<file path="config.mk">
export PLATFORM = sky130hd
export DESIGN_NAME = instr_encoder_flat
export DESIGN_NICKNAME = d
export VERILOG_FILES = /design/src/rtl/instr_encoder_if.sv /design/src/rtl/instr_encoder.sv /design/src/flat_wrapper.sv
export SDC_FILE = /design/constraint.sdc
export NUM_CORES = 1
export LEC_CHECK = 0
export BUFFER_PORTS_ARGS = -buffer_cell sky130_fd_sc_hd__buf_4
export CAP_MARGIN = 5
export CORE_MARGIN = 4
export CORE_UTILIZATION = 38
export CTS_CLUSTER_SIZE = 20
export DETAILED_ROUTE_END_ITERATION = 8
export GPL_TIMING_DRIVEN = 0
export PLACE_DENSITY = 0.72
export SLEW_MARGIN = 0
export SYNTH_ARGS = -nofsm -noshare
export SYNTH_HDL_FRONTEND = slang
export SYNTH_SLANG_ARGS = --single-unit
</file>
<file path="constraint.sdc">
create_clock -name clk -period 2.4 [get_ports clk]
set_input_delay 0 -clock clk [delete_from_list [all_inputs] [get_ports clk]]
set_output_delay 0 -clock clk [all_outputs]
set_load 0.01 [all_outputs]
</file>
<file path="src/rtl/instr_encoder_if.sv">
// Symbolic-instruction to instruction-memory-word bus.
// Input side:  in_valid/in_ready handshake carrying mnem, rs, rt, rd, imm,
//              target, plus the restart request.
// Output side: out_valid/out_ready handshake carrying word and word_addr,
//              plus the err pulse and the emitted-word count.
// master drives the symbolic side and consumes words; slave is the encoder.
interface instr_encoder_if #(
  parameter int ADDR_W = 32
);
  logic              in_valid;
  logic              in_ready;
  logic [4:0]        mnem;
  logic [4:0]        rs;
  logic [4:0]        rt;
  logic [4:0]        rd;
  logic [15:0]       imm;
  logic [25:0]       target;
  logic              restart;
  logic              out_valid;
  logic              out_ready;
  logic [31:0]       word;
  logic [ADDR_W-1:0] word_addr;
  logic              err;
  logic [15:0]       count;

  modport master (
    output in_valid, mnem, rs, rt, rd, imm, target, restart, out_ready,
    input  in_ready, out_valid, word, word_addr, err, count
  );

  modport slave (
    input  in_valid, mnem, rs, rt, rd, imm, target, restart, out_ready,
    output in_ready, out_valid, word, word_addr, err, count
  );
endinterface

</file>
<file path="src/rtl/instr_encoder.sv">
// instr_encoder: turns symbolic MIPS instructions into 32-bit instruction
// words, each tagged with a sequential instruction-memory byte address.
// Ports:
//   clk  - rising-edge clock
//   rst  - synchronous active-high reset
//   bus  - instr_encoder_if.slave: symbolic input handshake, encoded word
//          output handshake, err pulse (illegal mnemonic consumed) and
//          saturating count of words emitted since reset/restart.
// One-entry registered output stage; a new word may be loaded on the same
// edge the held word is taken, so a steady stream runs at one word/cycle.
module instr_encoder #(
  parameter int                ADDR_W    = 32,
  parameter logic [ADDR_W-1:0] BASE_ADDR = 32'h0000_3000
) (
  input  logic            clk,
  input  logic            rst,
  instr_encoder_if.slave  bus
);

  typedef enum logic {
    EMPTY = 1'b0,
    FULL  = 1'b1
  } state_t;

  state_t            state_reg;
  logic [31:0]       word_reg;
  logic [ADDR_W-1:0] addr_reg;
  logic [15:0]       count_reg;
  logic              err_reg;

  logic [31:0]       enc_word;
  logic              enc_legal;
  logic              accept;
  logic              handshake;

  // Combinational encoder. Fields a format does not use are built from
  // constants so nothing from the unused inputs can leak into the word.
  always_comb begin
    enc_word  = 32'h0;
    enc_legal = 1'b1;
    case (bus.mnem)
      5'd0:    enc_word = {6'b000000, bus.rs, bus.rt, bus.rd, 5'b0, 6'b100001}; // addu
      5'd1:    enc_word = {6'b000000, bus.rs, bus.rt, bus.rd, 5'b0, 6'b100011}; // subu
      5'd2:    enc_word = {6'b000000, bus.rs, bus.rt, bus.rd, 5'b0, 6'b100000}; // add
      5'd3:    enc_word = {6'b000000, bus.rs, bus.rt, bus.rd, 5'b0, 6'b100100}; // and
      5'd4:    enc_word = {6'b000000, bus.rs, bus.rt, bus.rd, 5'b0, 6'b100101}; // or
      5'd5:    enc_word = {6'b000000, bus.rs, bus.rt, bus.rd, 5'b0, 6'b101010}; // slt
      5'd6:    enc_word = {6'b000000, bus.rs, 15'b0, 6'b001000};                // jr
      5'd7:    enc_word = {6'b001000, bus.rs, bus.rt, bus.imm};                 // addi
      5'd8:    enc_word = {6'b001001, bus.rs, bus.rt, bus.imm};                 // addiu
      5'd9:    enc_word = {6'b001100, bus.rs, bus.rt, bus.imm};                 // andi
      5'd10:   enc_word = {6'b001101, bus.rs, bus.rt, bus.imm};                 // ori
      5'd11:   enc_word = {6'b001111, 5'b0, bus.rt, bus.imm};                   // lui
      5'd12:   enc_word = {6'b100011, bus.rs, bus.rt, bus.imm};                 // lw
      5'd13:   enc_word = {6'b101011, bus.rs, bus.rt, bus.imm};                 // sw
      5'd14:   enc_word = {6'b000100, bus.rs, bus.rt, bus.imm};                 // beq
      5'd15:   enc_word = {6'b000010, bus.target};                              // j
      5'd16:   enc_word = {6'b000011, bus.target};                              // jal
      default: enc_legal = 1'b0;
    endcase
  end

  // When FULL, a slot frees up only if the held word leaves on this edge.
  assign bus.in_ready  = (state_reg == EMPTY) || bus.out_ready;
  assign accept        = bus.in_valid && bus.in_ready;
  assign handshake     = (state_reg == FULL) && bus.out_ready;

  always_ff @(posedge clk) begin
    if (rst) begin
      state_reg <= EMPTY;
      word_reg  <= 32'h0;
      addr_reg  <= BASE_ADDR;
      count_reg <= 16'h0;
      err_reg   <= 1'b0;
    end else begin
      err_reg <= accept && !enc_legal;

      // addr_reg always names the slot of the word held (or next loaded),
      // so it advances only when a word actually leaves.
      if (handshake) begin
        addr_reg <= addr_reg + ADDR_W'(4);
        if (count_reg != 16'hFFFF) begin
          count_reg <= count_reg + 16'd1;
        end
      end

      if (accept && enc_legal) begin
        word_reg  <= enc_word;
        state_reg <= FULL;
      end else if (handshake) begin
        state_reg <= EMPTY;
      end

      // An illegal mnemonic still counts as an accept and blocks restart.
      if ((state_reg == EMPTY) && !accept && bus.restart) begin
        addr_reg  <= BASE_ADDR;
        count_reg <= 16'h0;
      end
    end
  end

  assign bus.out_valid = (state_reg == FULL);
  assign bus.word      = word_reg;
  assign bus.word_addr = addr_reg;
  assign bus.err       = err_reg;
  assign bus.count     = count_reg;

endmodule
</file>
<file path="src/flat_wrapper.sv">
// flat-port wrapper written by rule: the top's interface ports become plain ports
module instr_encoder_flat 
#(
  parameter int                ADDR_W    = 32,
  parameter logic [ADDR_W-1:0] BASE_ADDR = 32'h0000_3000
)
  (clk, rst, bus_in_valid, bus_mnem, bus_rs, bus_rt, bus_rd, bus_imm, bus_target, bus_restart, bus_out_ready, bus_in_ready, bus_out_valid, bus_word, bus_word_addr, bus_err, bus_count);
  instr_encoder_if #(.ADDR_W(ADDR_W)) bus_i ();
  input  logic clk;
  input  logic rst;
  input wire logic [$bits(bus_i.in_valid)-1:0] bus_in_valid;
  input wire logic [$bits(bus_i.mnem)-1:0] bus_mnem;
  input wire logic [$bits(bus_i.rs)-1:0] bus_rs;
  input wire logic [$bits(bus_i.rt)-1:0] bus_rt;
  input wire logic [$bits(bus_i.rd)-1:0] bus_rd;
  input wire logic [$bits(bus_i.imm)-1:0] bus_imm;
  input wire logic [$bits(bus_i.target)-1:0] bus_target;
  input wire logic [$bits(bus_i.restart)-1:0] bus_restart;
  input wire logic [$bits(bus_i.out_ready)-1:0] bus_out_ready;
  output wire logic [$bits(bus_i.in_ready)-1:0] bus_in_ready;
  output wire logic [$bits(bus_i.out_valid)-1:0] bus_out_valid;
  output wire logic [$bits(bus_i.word)-1:0] bus_word;
  output wire logic [$bits(bus_i.word_addr)-1:0] bus_word_addr;
  output wire logic [$bits(bus_i.err)-1:0] bus_err;
  output wire logic [$bits(bus_i.count)-1:0] bus_count;
  assign bus_i.in_valid = bus_in_valid;
  assign bus_i.mnem = bus_mnem;
  assign bus_i.rs = bus_rs;
  assign bus_i.rt = bus_rt;
  assign bus_i.rd = bus_rd;
  assign bus_i.imm = bus_imm;
  assign bus_i.target = bus_target;
  assign bus_i.restart = bus_restart;
  assign bus_i.out_ready = bus_out_ready;
  assign bus_in_ready = bus_i.in_ready;
  assign bus_out_valid = bus_i.out_valid;
  assign bus_word = bus_i.word;
  assign bus_word_addr = bus_i.word_addr;
  assign bus_err = bus_i.err;
  assign bus_count = bus_i.count;
  instr_encoder #(.ADDR_W(ADDR_W), .BASE_ADDR(BASE_ADDR)) u_core (.clk(clk), .rst(rst), .bus(bus_i));
endmodule
</file>
# Yosys cells after proc, flatten, opt, wreduce, memory -nomap -nowiden
# Index checks and enable logic that the tools add are counted.
classes:
  addsub: 2
  eq_ne: 17
  mux: 4
  bitwise: 1
  reduce_logical: 14
op_table:
  columns: ["op", "n"]
  rows:
  - ["32-bit one-hot mux with 17 select lines", 1]
  - ["5-bit by 4-bit == test with 1-bit output, second input constant", 8]
  - ["32-bit by 3-bit adder with 32-bit output, second input constant", 1]
  - ["5-bit by 3-bit == test with 1-bit output, second input constant", 4]
  - ["17-bit OR reduction", 1]
  - ["16-bit by 1-bit adder with 16-bit output, second input constant", 1]
  - ["16-bit != test, second input constant", 1]
  - ["5-bit by 2-bit == test with 1-bit output, second input constant", 2]
  - ["1-bit logical AND", 6]
  - ["5-bit by 1-bit == test with 1-bit output, second input constant", 1]
  - ["5-bit == test, second input constant", 1]
  - ["5-bit logical NOT", 1]
  - ["1-bit 2-to-1 mux", 3]
  - ["1-bit logical NOT", 2]
  - ["2-bit AND reduction", 1]
  - ["2-bit nonzero test", 1]
  - ["2-bit OR reduction", 1]
  - ["1-bit logical OR", 1]
  - ["1-bit NOT", 1]
totals:
  regBits: 82
  in_bits: 67
  output_inout_bits: 83
  word_cells: 43

# Longest topological paths before layout
depth:
  word_depth: 7
  depth_mapped: 7
  mapped_depth_nobuf: 5

# Worst setup path after synthesis
# Ideal clock, no wire load.
synth_path:
  path_type: "flip-flop to flip-flop"
  start: "register u_core.addr_reg[2], in the netlist u_core.bus.word_addr[2]"
  end: "register u_core.addr_reg[24], in the netlist u_core.bus.word_addr[24]"
  setup_time_ns: 0.070
  arrival_ns: 1.940
  required_ns: 2.330
  slack_ns: 0.389
  path_stages_with_launch: 7
  path_buffers: 1
  period_less_slack_ns: 2.011
  cell_sequence: "dfxtp_1 ha_1 nand3_2 or4_4 buf_6 or4_1 a21oi_1"
synth_between:
  elab_chain_len: 1
synth_rtl:
  columns: ["element", "line", "text"]
  rows:
  - ["start, declared", "instr_encoder.sv:27", "logic [ADDR_W-1:0] addr_reg;"]
  - ["start signal, assigned", "instr_encoder.sv:81", "addr_reg <= addr_reg + ADDR_W'(4);"]
  - ["32-bit by 3-bit adder with 32-bit output", "instr_encoder.sv:81", null]
# Every way passes these cells.
# A chain may end at the register's enable or synchronous reset.

# Worst setup path in the final report
layout_path:
  start: "register u_core.state_reg, in the netlist u_core.bus.out_valid"
  end: "register u_core.word_reg[17], in the netlist u_core.bus.word[17]"
layout_between:
  elab_chain_len: 4
layout_rtl:
  columns: ["element", "line", "text"]
  rows:
  - ["start, declared", "instr_encoder.sv:25", "state_t state_reg;"]
  - ["start signal, assigned", "instr_encoder.sv:70", "state_reg <= EMPTY;"]
  - ["start signal, assigned", "instr_encoder.sv:89", "state_reg <= FULL;"]
  - ["start signal, assigned", "instr_encoder.sv:91", "state_reg <= EMPTY;"]
  - ["1-bit NOT", "instr_encoder.sv:64", "assign bus.in_ready = (state_reg == EMPTY) || bus.out_ready;"]
  - ["1-bit logical OR", "instr_encoder.sv:64", null]
  - ["1-bit logical AND", "instr_encoder.sv:65", "assign accept = bus.in_valid && bus.in_ready;"]
  - ["1-bit logical AND", "instr_encoder.sv:87", "if (accept && enc_legal) begin"]
  - ["end signal, assigned", "instr_encoder.sv:88", "word_reg <= enc_word;"]
  - ["end, declared", "instr_encoder.sv:26", "logic [31:0] word_reg;"]
# Every way passes these cells.

==> metrics <==
cts bufs inserted=9; Yosys cell types=55; GRT Overall Usage=0.211; Startpoint Class=flop; Die H=approximately 110 um; share of cells above drive strength 1=0.280; Warnings, synthesis=0; sequential cell area=about 1600 um^2; EDFF count, synth=0; die area=11900 um^2; TritonCTS clock tree=yes; post-route ant nets=0; Avg Inst Size Synth=a little over 8 um^2; FFs w/ async S/R, synth=0; fin crit share=0.926; synth-to-layout area growth=44.8%; critical path class=reg2reg; crit-path max FO=10; Post-Syn Instances=between 400 and 500; largest net degree at the start of global routing=14; Clock transition at path regs=0.08 ns; Post-Syn Area=3890 um^2; Worst Setup End Kind=flop; Worst Tran Pin Value=~1.0 ns; first-pass detailed-route iteration total=5; Power Dens Cells=slightly above 500 nW/um^2; vias=about 4500; I/O pin count=150; antenna cell count=0; vias in the first global route=around 4200; clock skew=approximately 0.011 ns; Arrival @ worst endpoint=between 2 and 2.5 ns; Slew headroom=0.318; GRT overflow=0; final setup margin=approximately 0.18 ns; first-pass GRT wire length=20.1 mm; Residual DRC=0; Port Buffers=about 140; Pleak=roughly 2.2 nW; Hold Crit Depth=3; Worst Path Required=2.66 ns; setup slack, reg-to-reg=~0.18 ns; Via density=around 5.7; hold wc startpoint=bus_rs[4]; placed insts=747; Pins Over Slew Limit=0; register area share after synthesis=0.406; initial antenna violation count=0; initial DRC count=roughly 300; die width=approximately 110 um; Site Rows=36; r2r endpoint=u_core.bus.word[17]; final hold violation count=0; clk sink count=79; Worst Hold Class=in2reg; Clk Latency, worst-skew pair=~0.35 ns; Initial Util=0.395; fin cells=approximately 790; H-tree Lvls=3; Max Freq=between 0.4 and 0.5 GHz; RR Startpoint=u_core.bus.out_valid; Final HPWL DP=between 9 and 10 mm; CTS root buf=clkbuf_8; VDD IR max=between 0.0002 and 0.0003 V; total negative slack=0 ns; Clock Path Buffers=2; Hold EP=u_core.bus.word[25]; status=finished, final reports clean; Max-Cap Viols=0; pre-CTS setup slack=around 0.058 ns; final wirelength=between 10 and 15 mm; Largest register FFs=31; nets@finish=721; setup bufs post-CTS=0; area occupied by multi-input gates=around 2100 um^2; #FFs+latches synth=79; final setup violating endpoints=0; R2R cell count=6; WL/cell=roughly 16 um; core footprint=between 9000 and 10000 um^2; fin crit period=2.22 ns; Synth Flop Type=dfxtp_1; Final GP Congestion=around 0.90; FILL cells=886; unrepaired setup endpoints after global routing=false
[report_power, final]
part	internal [mW]	switching, mW
Sequential	1.35	0.0256
Combinational	0.219	0.212
Clock	0.583	0.492
Total	2.15	0.730
[metal layers]
metal,vias up,GRT usage,wire length (um)
met5,-,0,0
met4,0,0.0810,302
met3,30,0.0557,1090
met2,218,0.356,6190
met1,2082,0.256,5090
li1,2135,-,-
[logic make-up after synthesis]
logic type,Yosys count,share of synthesized area
compound gates,124,0.215
xor+xnor,10,0.0225
fa+ha+maj,2,0.00642
buf+inv,43,0.0504
flops,79,0.406
mux,6,0.0157
other cells,1,0.000963
simple gates,204,0.283
[cell usage in the layout, fill, tap and decap left out, types with 3 or more instances in the layout]
cell / n
o31ai_1: 11
a221oi_1: 18
o211ai_1: 4
nand3_1: 18
conb_1: 3
nand2_1: 29
a211oi_1: 10
nor3_1: 24
inv_1: 6
nor4_1: 8
xnor2_1: 7
clkbuf_1: 25
mux2i_1: 5
a21oi_1: 37
nor2b_1: 5
and3_1: 5
buf_4: 146
nand4_1: 15
o21ai_0: 22
and4_1: 3
clkbuf_8: 9
buf_2: 7
nor2_1: 42
dfxtp_1: 79
xor2_1: 3
and2_1: 4
a222oi_1: 7
dlygate4sd3_1: 27
nand2b_1: 5
or4_1: 10
or3_1: 20
[how the worst max path moves through the flow]
stage	endpoint	cells after the start	slack, ns	start
global route	u_core.bus.word[9]	6	0.07	u_core.bus.out_valid
global placement	u_core.bus.word_addr[23]	5	0.09	u_core.bus.out_valid
detailed placement	u_core.bus.count[14]	5	0.06	u_core.bus.out_valid
finish	u_core.bus.word[17]	6	0.18	u_core.bus.out_valid
floorplan	u_core.bus.word_addr[24]	6	0.39	u_core.bus.word_addr[2]
CTS	u_core.bus.word[10]	6	0.02	u_core.bus.out_valid
[metrics by stage]
stage | power (mW) | util | hold slack, ns | cell area (um^2)
6_report | 2.88 | 0.572 | 0.0133 | 5640
5_1_grt | 2.99 | 0.572 | 0.00440 | 5640
4_1_cts | 2.89 | 0.570 | 0.0000809 | 5620
3_5_place_dp | 1.79 | 0.521 | 0.304 | 5140
3_3_place_gp | 1.79 | 0.521 | 0.299 | 5140
2_1_floorplan | 1.59 | - | 0.143 | 3900
[cell usage after synthesis (all sizes together) (3+ instances only)]
library cell	count	area, um^2
a211oi	10	75.1
a21oi	37	185
a221oi	18	158
a222oi	7	70.1
and2	5	32.5
and3	5	31.3
and4	4	36.3
buf	12	80.1
clkbuf	25	93.8
dfxtp	79	1580
inv	6	22.5
mux2i	5	50.1
nand2	29	109
nand2b	5	31.3
nand3	20	105
nand4	16	106
nor2	42	158
nor2b	5	31.3
nor3	24	120
nor4	8	50.1
o211ai	4	30.0
o21ai	22	110
o31ai	11	82.6
or3	21	133
or4	12	97.6
xnor2	7	61.3
xor2	3	26.3
[worst max-delay path, cell delays in order (launching register included)]
cell and delay, ns:
dfxtp_1 0.52, nand2b_1 0.23, nand3_2 0.22, clkbuf_2 0.27
a221oi_1 0.07, dlygate4sd3_1 0.61, nor3_1 0.22
[layout make-up]
| type | instances | area share |
|---|---|---|
| clock inverters | 5 | 0.0149 |
| well taps | 133 | 0.0295 |
| clock buffers | 10 | 0.0226 |
| inverters | 6 | 0.00399 |
| plain buffers | 37 | 0.0310 |
| flip-flops and latches | 79 | 0.280 |
| repair buffers | 170 | 0.238 |
| multi-input cells | 349 | 0.379 |
[repair_timing]
item                       4_1_cts  5_1_grt
hold buffers                    27        0
hold endpoints to repair        16        0
setup endpoints to repair        0       38
resized for setup                0        5
Note: power is estimated with default switching activity, not from simulation.
